--- config.mk ---
export PLATFORM = sky130hd
export DESIGN_NAME = alarm_clock_core
export DESIGN_NICKNAME = d
export VERILOG_FILES = /design/src/rtl/alarm_clock_core.sv
export SDC_FILE = /design/constraint.sdc
export NUM_CORES = 1
export LEC_CHECK = 0
export ABC_CLOCK_PERIOD_IN_PS = 3800
export CAP_MARGIN = 20
export CORE_ASPECT_RATIO = 0.7
export CORE_MARGIN = 2
export CORE_UTILIZATION = 40
export CTS_CLUSTER_SIZE = 12
export DETAILED_ROUTE_END_ITERATION = 8
export GPL_TIMING_DRIVEN = 0
export HOLD_SLACK_MARGIN = 0.08
export SLEW_MARGIN = 0
export SYNTH_ARGS = -nofsm -noshare
export SYNTH_HDL_FRONTEND = slang
export SYNTH_SLANG_ARGS = --single-unit
--- constraint.sdc ---
create_clock -name clk -period 3.8 [get_ports clk]
set_input_delay 0.76 -clock clk [delete_from_list [all_inputs] [get_ports clk]]
set_output_delay 0.76 -clock clk [all_outputs]
set_load 0.005 [all_outputs]
--- src/rtl/alarm_clock_core.sv ---
// Alarm clock core: hh:mm:ss timekeeping with NUM_ALARMS alarm channels,
// each with its own IDLE/RINGING/SNOOZED state machine, snooze and ring timeout.
module alarm_clock_core #(
  parameter int HOUR_MOD   = 24,
  parameter int MIN_MOD    = 60,
  parameter int NUM_ALARMS = 2,
  parameter int SNOOZE_MIN = 5,
  parameter int RING_SECS  = 60,
  localparam int IW = (NUM_ALARMS > 1) ? $clog2(NUM_ALARMS) : 1
) (
  input  logic                  clk,
  input  logic                  rst_n,
  input  logic                  tick,
  input  logic                  set_valid,
  input  logic [5:0]            set_hh,
  input  logic [5:0]            set_mm,
  input  logic [5:0]            set_ss,
  input  logic                  alarm_wr,
  input  logic [IW-1:0]         alarm_idx,
  input  logic [5:0]            alarm_hh,
  input  logic [5:0]            alarm_mm,
  input  logic [NUM_ALARMS-1:0] alarm_en,
  input  logic                  ack,
  input  logic                  snooze,
  output logic [5:0]            hh,
  output logic [5:0]            mm,
  output logic [5:0]            ss,
  output logic                  day_pulse,
  output logic                  set_err,
  output logic [NUM_ALARMS-1:0] ringing,
  output logic                  alarm_irq
);

  localparam logic [6:0] HMOD7 = 7'(HOUR_MOD);
  localparam logic [6:0] MMOD7 = 7'(MIN_MOD);
  localparam logic [6:0] SNZ7  = 7'(SNOOZE_MIN);
  localparam logic [5:0] H_MAX = 6'(HOUR_MOD - 1);
  localparam logic [5:0] M_MAX = 6'(MIN_MOD - 1);
  localparam logic [7:0] RLAST = 8'(RING_SECS - 1);

  typedef enum logic [1:0] {IDLE, RINGING, SNOOZED} state_t;

  state_t     state [NUM_ALARMS];
  logic [5:0] al_hh [NUM_ALARMS];
  logic [5:0] al_mm [NUM_ALARMS];
  logic [5:0] sn_hh [NUM_ALARMS];
  logic [5:0] sn_mm [NUM_ALARMS];
  logic [7:0] rcnt  [NUM_ALARMS];

  logic tick_eff, set_ok, wr_ok, ss_wrap, mm_wrap, hh_wrap, min_edge;
  logic [5:0] inc_hh, inc_mm, inc_ss, snz_hh, snz_mm;
  logic [6:0] snz_sum;
  logic [NUM_ALARMS-1:0] enter;

  // Validation, next-second arithmetic, snooze target and per-channel match events
  always_comb begin
    tick_eff = tick & ~set_valid;
    set_ok   = ({1'b0, set_hh} < HMOD7) && ({1'b0, set_mm} < MMOD7) &&
               ({1'b0, set_ss} < MMOD7);
    wr_ok    = (int'(alarm_idx) < NUM_ALARMS) && ({1'b0, alarm_hh} < HMOD7) &&
               ({1'b0, alarm_mm} < MMOD7);
    ss_wrap  = (ss == M_MAX);
    mm_wrap  = (mm == M_MAX);
    hh_wrap  = (hh == H_MAX);
    inc_ss   = ss_wrap ? '0 : ss + 6'd1;
    inc_mm   = ss_wrap ? (mm_wrap ? '0 : mm + 6'd1) : mm;
    inc_hh   = (ss_wrap && mm_wrap) ? (hh_wrap ? '0 : hh + 6'd1) : hh;
    // seconds rolling over to :00 is the only way a tick lands on hh:mm:00
    min_edge = tick_eff && ss_wrap;
    snz_sum  = {1'b0, mm} + SNZ7;
    if (snz_sum >= MMOD7) begin
      snz_mm = 6'(snz_sum - MMOD7);
      snz_hh = hh_wrap ? '0 : hh + 6'd1;
    end else begin
      snz_mm = snz_sum[5:0];
      snz_hh = hh;
    end
    enter = '0;
    for (int unsigned i = 0; i < NUM_ALARMS; i++) begin
      if (alarm_en[i]) begin
        if (state[i] == IDLE && min_edge && inc_hh == al_hh[i] && inc_mm == al_mm[i])
          enter[i] = 1'b1;
        if (state[i] == SNOOZED && !ack && min_edge &&
            inc_hh == sn_hh[i] && inc_mm == sn_mm[i])
          enter[i] = 1'b1;
      end
    end
  end

  // Current time, day rollover pulse and rejection pulse
  always_ff @(posedge clk or negedge rst_n) begin
    if (!rst_n) begin
      hh        <= '0;
      mm        <= '0;
      ss        <= '0;
      day_pulse <= 1'b0;
      set_err   <= 1'b0;
    end else begin
      if (set_valid) begin
        if (set_ok) begin
          hh <= set_hh;
          mm <= set_mm;
          ss <= set_ss;
        end
      end else if (tick) begin
        hh <= inc_hh;
        mm <= inc_mm;
        ss <= inc_ss;
      end
      day_pulse <= tick_eff && ss_wrap && mm_wrap && hh_wrap;
      set_err   <= (set_valid && !set_ok) || (alarm_wr && !wr_ok);
    end
  end

  // Programmed alarm times
  always_ff @(posedge clk or negedge rst_n) begin
    if (!rst_n) begin
      for (int unsigned i = 0; i < NUM_ALARMS; i++) begin
        al_hh[i] <= '0;
        al_mm[i] <= '0;
      end
    end else begin
      for (int unsigned i = 0; i < NUM_ALARMS; i++) begin
        if (alarm_wr && wr_ok && alarm_idx == IW'(i)) begin
          al_hh[i] <= alarm_hh;
          al_mm[i] <= alarm_mm;
        end
      end
    end
  end

  // Per-channel alarm state machines with registered ringing flags and irq
  always_ff @(posedge clk or negedge rst_n) begin
    if (!rst_n) begin
      for (int unsigned i = 0; i < NUM_ALARMS; i++) begin
        state[i] <= IDLE;
        sn_hh[i] <= '0;
        sn_mm[i] <= '0;
        rcnt[i]  <= '0;
      end
      ringing   <= '0;
      alarm_irq <= 1'b0;
    end else begin
      for (int unsigned i = 0; i < NUM_ALARMS; i++) begin
        if (!alarm_en[i]) begin
          state[i]   <= IDLE;
          ringing[i] <= 1'b0;
        end else begin
          case (state[i])
            IDLE: begin
              if (enter[i]) begin
                state[i]   <= RINGING;
                rcnt[i]    <= '0;
                ringing[i] <= 1'b1;
              end
            end
            RINGING: begin
              if (ack) begin
                state[i]   <= IDLE;
                ringing[i] <= 1'b0;
              end else if (snooze) begin
                state[i]   <= SNOOZED;
                sn_hh[i]   <= snz_hh;
                sn_mm[i]   <= snz_mm;
                ringing[i] <= 1'b0;
              end else if (tick) begin
                if (rcnt[i] == RLAST) begin
                  state[i]   <= IDLE;
                  ringing[i] <= 1'b0;
                end else begin
                  rcnt[i] <= rcnt[i] + 8'd1;
                end
              end
            end
            SNOOZED: begin
              if (ack) begin
                state[i] <= IDLE;
              end else if (enter[i]) begin
                state[i]   <= RINGING;
                rcnt[i]    <= '0;
                ringing[i] <= 1'b1;
              end
            end
            default: begin
              state[i]   <= IDLE;
              ringing[i] <= 1'b0;
            end
          endcase
        end
      end
      alarm_irq <= |enter;
    end
  end

endmodule

# [After elaboration in Yosys (flattened, before gate mapping)]
# Cells that the tools add are included.
[totals] register_bits=91 latch_bits=0 ram_bits=0 mem_bits_ro=0 word_cells=184 memories=0
[classes] n_addsub=7 mul=0 n_div=0 magnitude_cmp=6 eq_ne=34 shift=0 n_mux=68 bitwise_logic=4 n_reduce_logical=45
[ops] cell="two-way mux 6 bit" n=16
[ops] cell="two-way mux 8 bit" n=12
[ops] cell="equality test 6 bit" n=8
[ops] cell="case mux 8 bit (3 select lines)" n=2
[ops] cell="two-way mux 2 bit" n=14
[ops] cell="logical AND 1 bit" n=26
[ops] cell="two-way mux 1 bit" n=20
[ops] cell="inequality test 2 bit (second input constant)" n=10
[ops] cell="inequality test 5 bit (second input constant)" n=4
[ops] cell="adder 6 x 1 -> 6 bit (second input constant)" n=3
[ops] cell="< comparator 6 bit (second input constant)" n=3
[ops] cell="adder 8 x 1 -> 8 bit (second input constant)" n=2
[ops] cell="equality test 8 x 6 -> 1 bit (second input constant)" n=2
[ops] cell="AND reduction 7 bit" n=2
[ops] cell="equality test 6 bit (second input constant)" n=2
[ops] cell="< comparator 6 x 5 -> 1 bit (second input constant)" n=2
[ops] cell="case mux 2 bit (3 select lines)" n=2
[ops] cell="AND reduction 4 bit" n=2
[ops] cell="adder 6 x 3 -> 7 bit (second input constant)" n=1
[ops] cell="greater-or-equal comparator 7 x 6 -> 1 bit (second input constant)" n=1
[ops] cell="equality test 6 x 5 -> 1 bit (second input constant)" n=1
[ops] cell="inequality test 3 bit (second input constant)" n=2
[ops] cell="case mux 1 bit (3 select lines)" n=2
[ops] cell="AND reduction 2 bit" n=3
[ops] cell="13 further kinds" n=22

# [Logic depth before layout (Yosys ltp)]
[depth] depth_word=13 ltp_mapped=12

# [Least setup slack after synthesis]
# OpenSTA, ideal clock, no wires.
[synth_path] path_type="flip-flop to flip-flop" from="register mm[0]" to="register sn_hh[3] in the netlist's numbering" setup_ns=0.125 t_arrival_ns=2.893 t_required_ns=3.675 slack_ns=0.782 stages_incl_launch_ff=13 path_buffers=2 period_less_slack_ns=3.018 path_cell_list="dfrtp_1 -> ha_1 -> buf_2 -> buf_2 -> xnor2_1 -> ha_1 -> o211ai_1 -> o31ai_1 -> a221oi_1 -> nor3_2 -> nand2_1 -> mux2_2 -> mux2_2"
[synth_between] elab_chain_cells=3
[synth_lines] item="start: declaration" line_no="26" rtl="output logic [5:0] mm,"
[synth_lines] item="start signal: assignment" line_no="102" rtl="mm <= set_mm;"
[synth_lines] item="start signal: assignment" line_no="107" rtl="mm <= inc_mm;"
[synth_lines] item="adder 6 x 3 -> 7 bit" line_no="70" rtl="snz_sum = {1'b0, mm} + SNZ7;"
[synth_lines] item="greater-or-equal comparator 7 x 6 -> 1 bit" line_no="71" rtl="if (snz_sum >= MMOD7) begin"
[synth_lines] item="two-way mux 6 bit" line_no="71"
[synth_lines] item="end signal: indexed assignment" line_no="163" rtl="sn_hh[i] <= snz_hh;"
[synth_lines] item="end: declaration" line_no="46" rtl="logic [5:0] sn_hh [NUM_ALARMS];"
# Every way passes these cells.
# A chain may end at the register's enable or synchronous reset.

# [Worst setup path after layout]
[layout_path] from="register mm[1]" to="register sn_hh[9] in the netlist's numbering"
# Same word-level chain as after synthesis.

==> impl_results.md <==
- Adder-cell share of the synthesized area: 1.41%
- DR WL/cell: 21.6 µm
- Hold crit path type: input pin to async pin
- Final setup fails: 0
- Synth async-reset ratio: 100%
- WL met1: 9.94 mm
- Yosys top cell by area: dfrtp_1
- Pin count of the biggest net entering global routing: 61
- Sink Count: 91
- Met3 WL: 1.99 mm
- Post-Route WL: 20.5 mm
- Critical path capture point: sn_hh[9]
- Max Cap Violations: 0
- Synth Cell Area: 0.00605 mm²
- Final Power: 3.33 mW
- Gr usage total: 26.7%
- Largest family of logic cells by synthesized area: simple AND/OR/NAND/NOR gates
- Synth Instances: 672
- Status: completed
- RSZ-0062 raised after global routing: no
- Final routed DRC violation total: 0
- Critical Path Source Type: flop
- Post-Synth XOR/XNOR Area: 7.82%
- Clock skew: 0.00848 ns
- Worst vdd ir: 0.208 mV
- Slew Limit Fails: 0
- # IOs: 63
- Nets: 794
- Highest clock rate: 280 MHz
- Pwr dens: 456 mW/mm²
- Layout area overhead: 20.9%
- Fin. Hold Viols: 0
- Root Driver: clkbuf_16
- Share of the synthesized area in the top cell type: 37.6%
- Most common flop cell mapped by yosys: dfrtp_1
- Syn_area_per_cell: 9.00 µm²
- Tcrit/Tclk final: 93.9%
- Drt via density: 6.02
- Via count: 5709
- Yosys warnings: 0
- Worst slew pin tran: 0.870 ns
- ANT cells: 0
- Crit path launch: mm[1]
- CP required: 4.05 ns
- EDFF count, synth: 0
- WS Path Type: flop to flop
- Vias in the first global route: 5447
- Post-layout min period: 3.57 ns
- Synth Area in Compound Gates: 16.8%
- RD Place Congestion: 0.944
- Grt total ovfl: 0
- Critical path peak fanout: 10
- Initial antenna violation count: 0
- H-tree levels: 3
- Synth top cells by count: dfrtp_1, nand2_1, nor2_1, o21ai_0, mux2_2
- Remaining antenna violation count after routing: 0
- DIE AREA: 0.0161 mm²
- Global-route wire length before repair: 32.1 mm
- Register area share after synthesis: 37.6%
- Clk buf depth: 2
- Synth Net Count: 718
- # fillers: 1423
- DP HPWL: 15.8 mm
- TNS Setup: 0 ns
- Uppermost layer routed: met4
- Reg2reg start: mm[1]
- CORE AREA: 0.0147 mm²
- P_leak: 3.05 nW
- Worst-skew pair later-pin latency: 0.36 ns
- Die Span Y: 107 µm
- IO Port Bufs: 62
- CTS Hold Bufs: 0
- Crit end category: flop
- TritonRoute pass-1 iters: 6
- Synth area leaders: dfrtp_1, mux2_2, xnor2_1
- Iter 0 DRT Violations: 560
- Arrival @ worst endpoint: 3.81 ns
- Mux share of post-synthesis cell area: 8.97%
- Post-Synth Simple-Gate Area: 23.8%
- #FFs+latches synth: 91
- Max-slew headroom: 42.0%
- Share of layout cells above drive strength 1: 11.2%
- Met2 wire length: 8.15 mm
- Initial cell density of the core: 41.1%
- Core Rows: 37
- Inserted Clock Buffers: 9
- Die width: 151 µm
- Reg-to-reg slack, setup: 0.23 ns
- CTS tree: done
- Worst flop-to-flop path endpoint: sn_hh[9]
- Reg2Reg Depth: 12
- Cell variety after synth: 77
- Clock-pin slew on the worst setup and hold paths: 0.07 ns
- Most common cell in the synthesized netlist: dfrtp_1
==> registers in the layout, indices dropped and copies added (netlist names) <==
signal	cells
rcnt	16
al_hh	12
al_mm	12
sn_hh	12
sn_mm	12
hh	6
mm	6
ss	6
state	4
ringing	2
alarm_irq	1
day_pulse	1
set_err	1
==> final cells by class <==
cell class              instances  area, µm²  share of cell area (%)
plain buffers                  35        163                    2.22
repair buffers                 65        661                    9.03
well taps                     195        244                    3.34
clock inverters                 5       82.6                    1.13
multi-input cells             532       3580                    49.0
flip-flops and latches         91       2280                    31.1
inverters                      14       52.6                   0.719
clock buffers                  11        253                    3.46
==> how the worst min path moves through the flow <==
stage | end | from | cells past startpoint | slack [ns]
2_1_floorplan | al_hh[0] | rst_n | 0 | 0.46
6_report | mm[1] | rst_n | 1 | 0.36
3_3_place_gp | sn_hh[10] | sn_hh[10] | 2 | 0.48
3_5_place_dp | sn_mm[0] | sn_mm[0] | 2 | 0.49
5_1_grt | mm[0] | rst_n | 1 | 0.38
4_1_cts | mm[0] | rst_n | 1 | 0.36
==> kinds of logic after synthesis <==
| kind of cell | Yosys count |
|---|---|
| fa+ha+maj | 7 |
| compound gates | 152 |
| mux | 50 |
| flops | 91 |
| simple gates | 269 |
| xor+xnor | 54 |
| buf+inv | 49 |
==> power by group <==
group          internal [mW]  total (mW)  switching, mW
logic                  0.465        1.10          0.637
clock network          0.616        1.02          0.404
registers               1.07        1.21          0.137
==> repair_timing <==
action,in CTS,in global routing
buffers inserted,0,2
gates resized for setup,0,4
setup endpoints to repair,0,33
==> layout by cell type, fill, tap and decap left out, drive strengths merged, types with 12 or more instances in the layout <==
| cell type | Yosys | final |
|---|---|---|
| dfrtp | 91 | 91 |
| nand2 | 69 | 69 |
| clkdlybuf4s50 | 0 | 61 |
| nor2 | 56 | 56 |
| o21ai | 52 | 52 |
| mux2 | 34 | 34 |
| nand3 | 33 | 33 |
| xnor2 | 31 | 31 |
| a21oi | 30 | 30 |
| clkbuf | 18 | 29 |
| xor2 | 23 | 23 |
| buf | 17 | 21 |
| nor3 | 16 | 16 |
| mux2i | 16 | 16 |
| inv | 13 | 15 |
| nor4 | 12 | 12 |
==> critical path: stages, from the launching register on <==
cell and delay (ns):
dfrtp_1 0.50, ha_1 0.19, buf_2 0.27, buf_2 0.31, xnor2_1 0.21, ha_1 0.25
o211ai_1 0.10, o31ai_1 0.12, a221oi_1 0.17, nor3_4 0.62, nand2_1 0.14, mux2_2 0.31
mux2_2 0.26
==> per-layer routing <==
metal / global-route usage, % / vias up
li1: - / 2619
met3: 8.30 / 37
met5: 0 / -
met4: 7.54 / 0
met1: 40.3 / 2787
met2: 36.4 / 266
==> through the flow <==
stage | hold WS [ns] | instance area [µm²] | setup slack (ns) | std cells | utilization (%)
2_1_floorplan | 0.458 | 6050 | 0.782 | 672 | -
3_3_place_gp | 0.484 | 6920 | -1.42 | 929 | 47.0
3_5_place_dp | 0.492 | 6940 | 0.0133 | 930 | 47.1
4_1_cts | 0.358 | 7280 | 0.00628 | 946 | 49.4
5_1_grt | 0.379 | 7310 | 0.0139 | 948 | 49.7
6_report | 0.359 | 7310 | 0.233 | 948 | 49.7
Note: power is estimated with default switching activity, not from simulation.
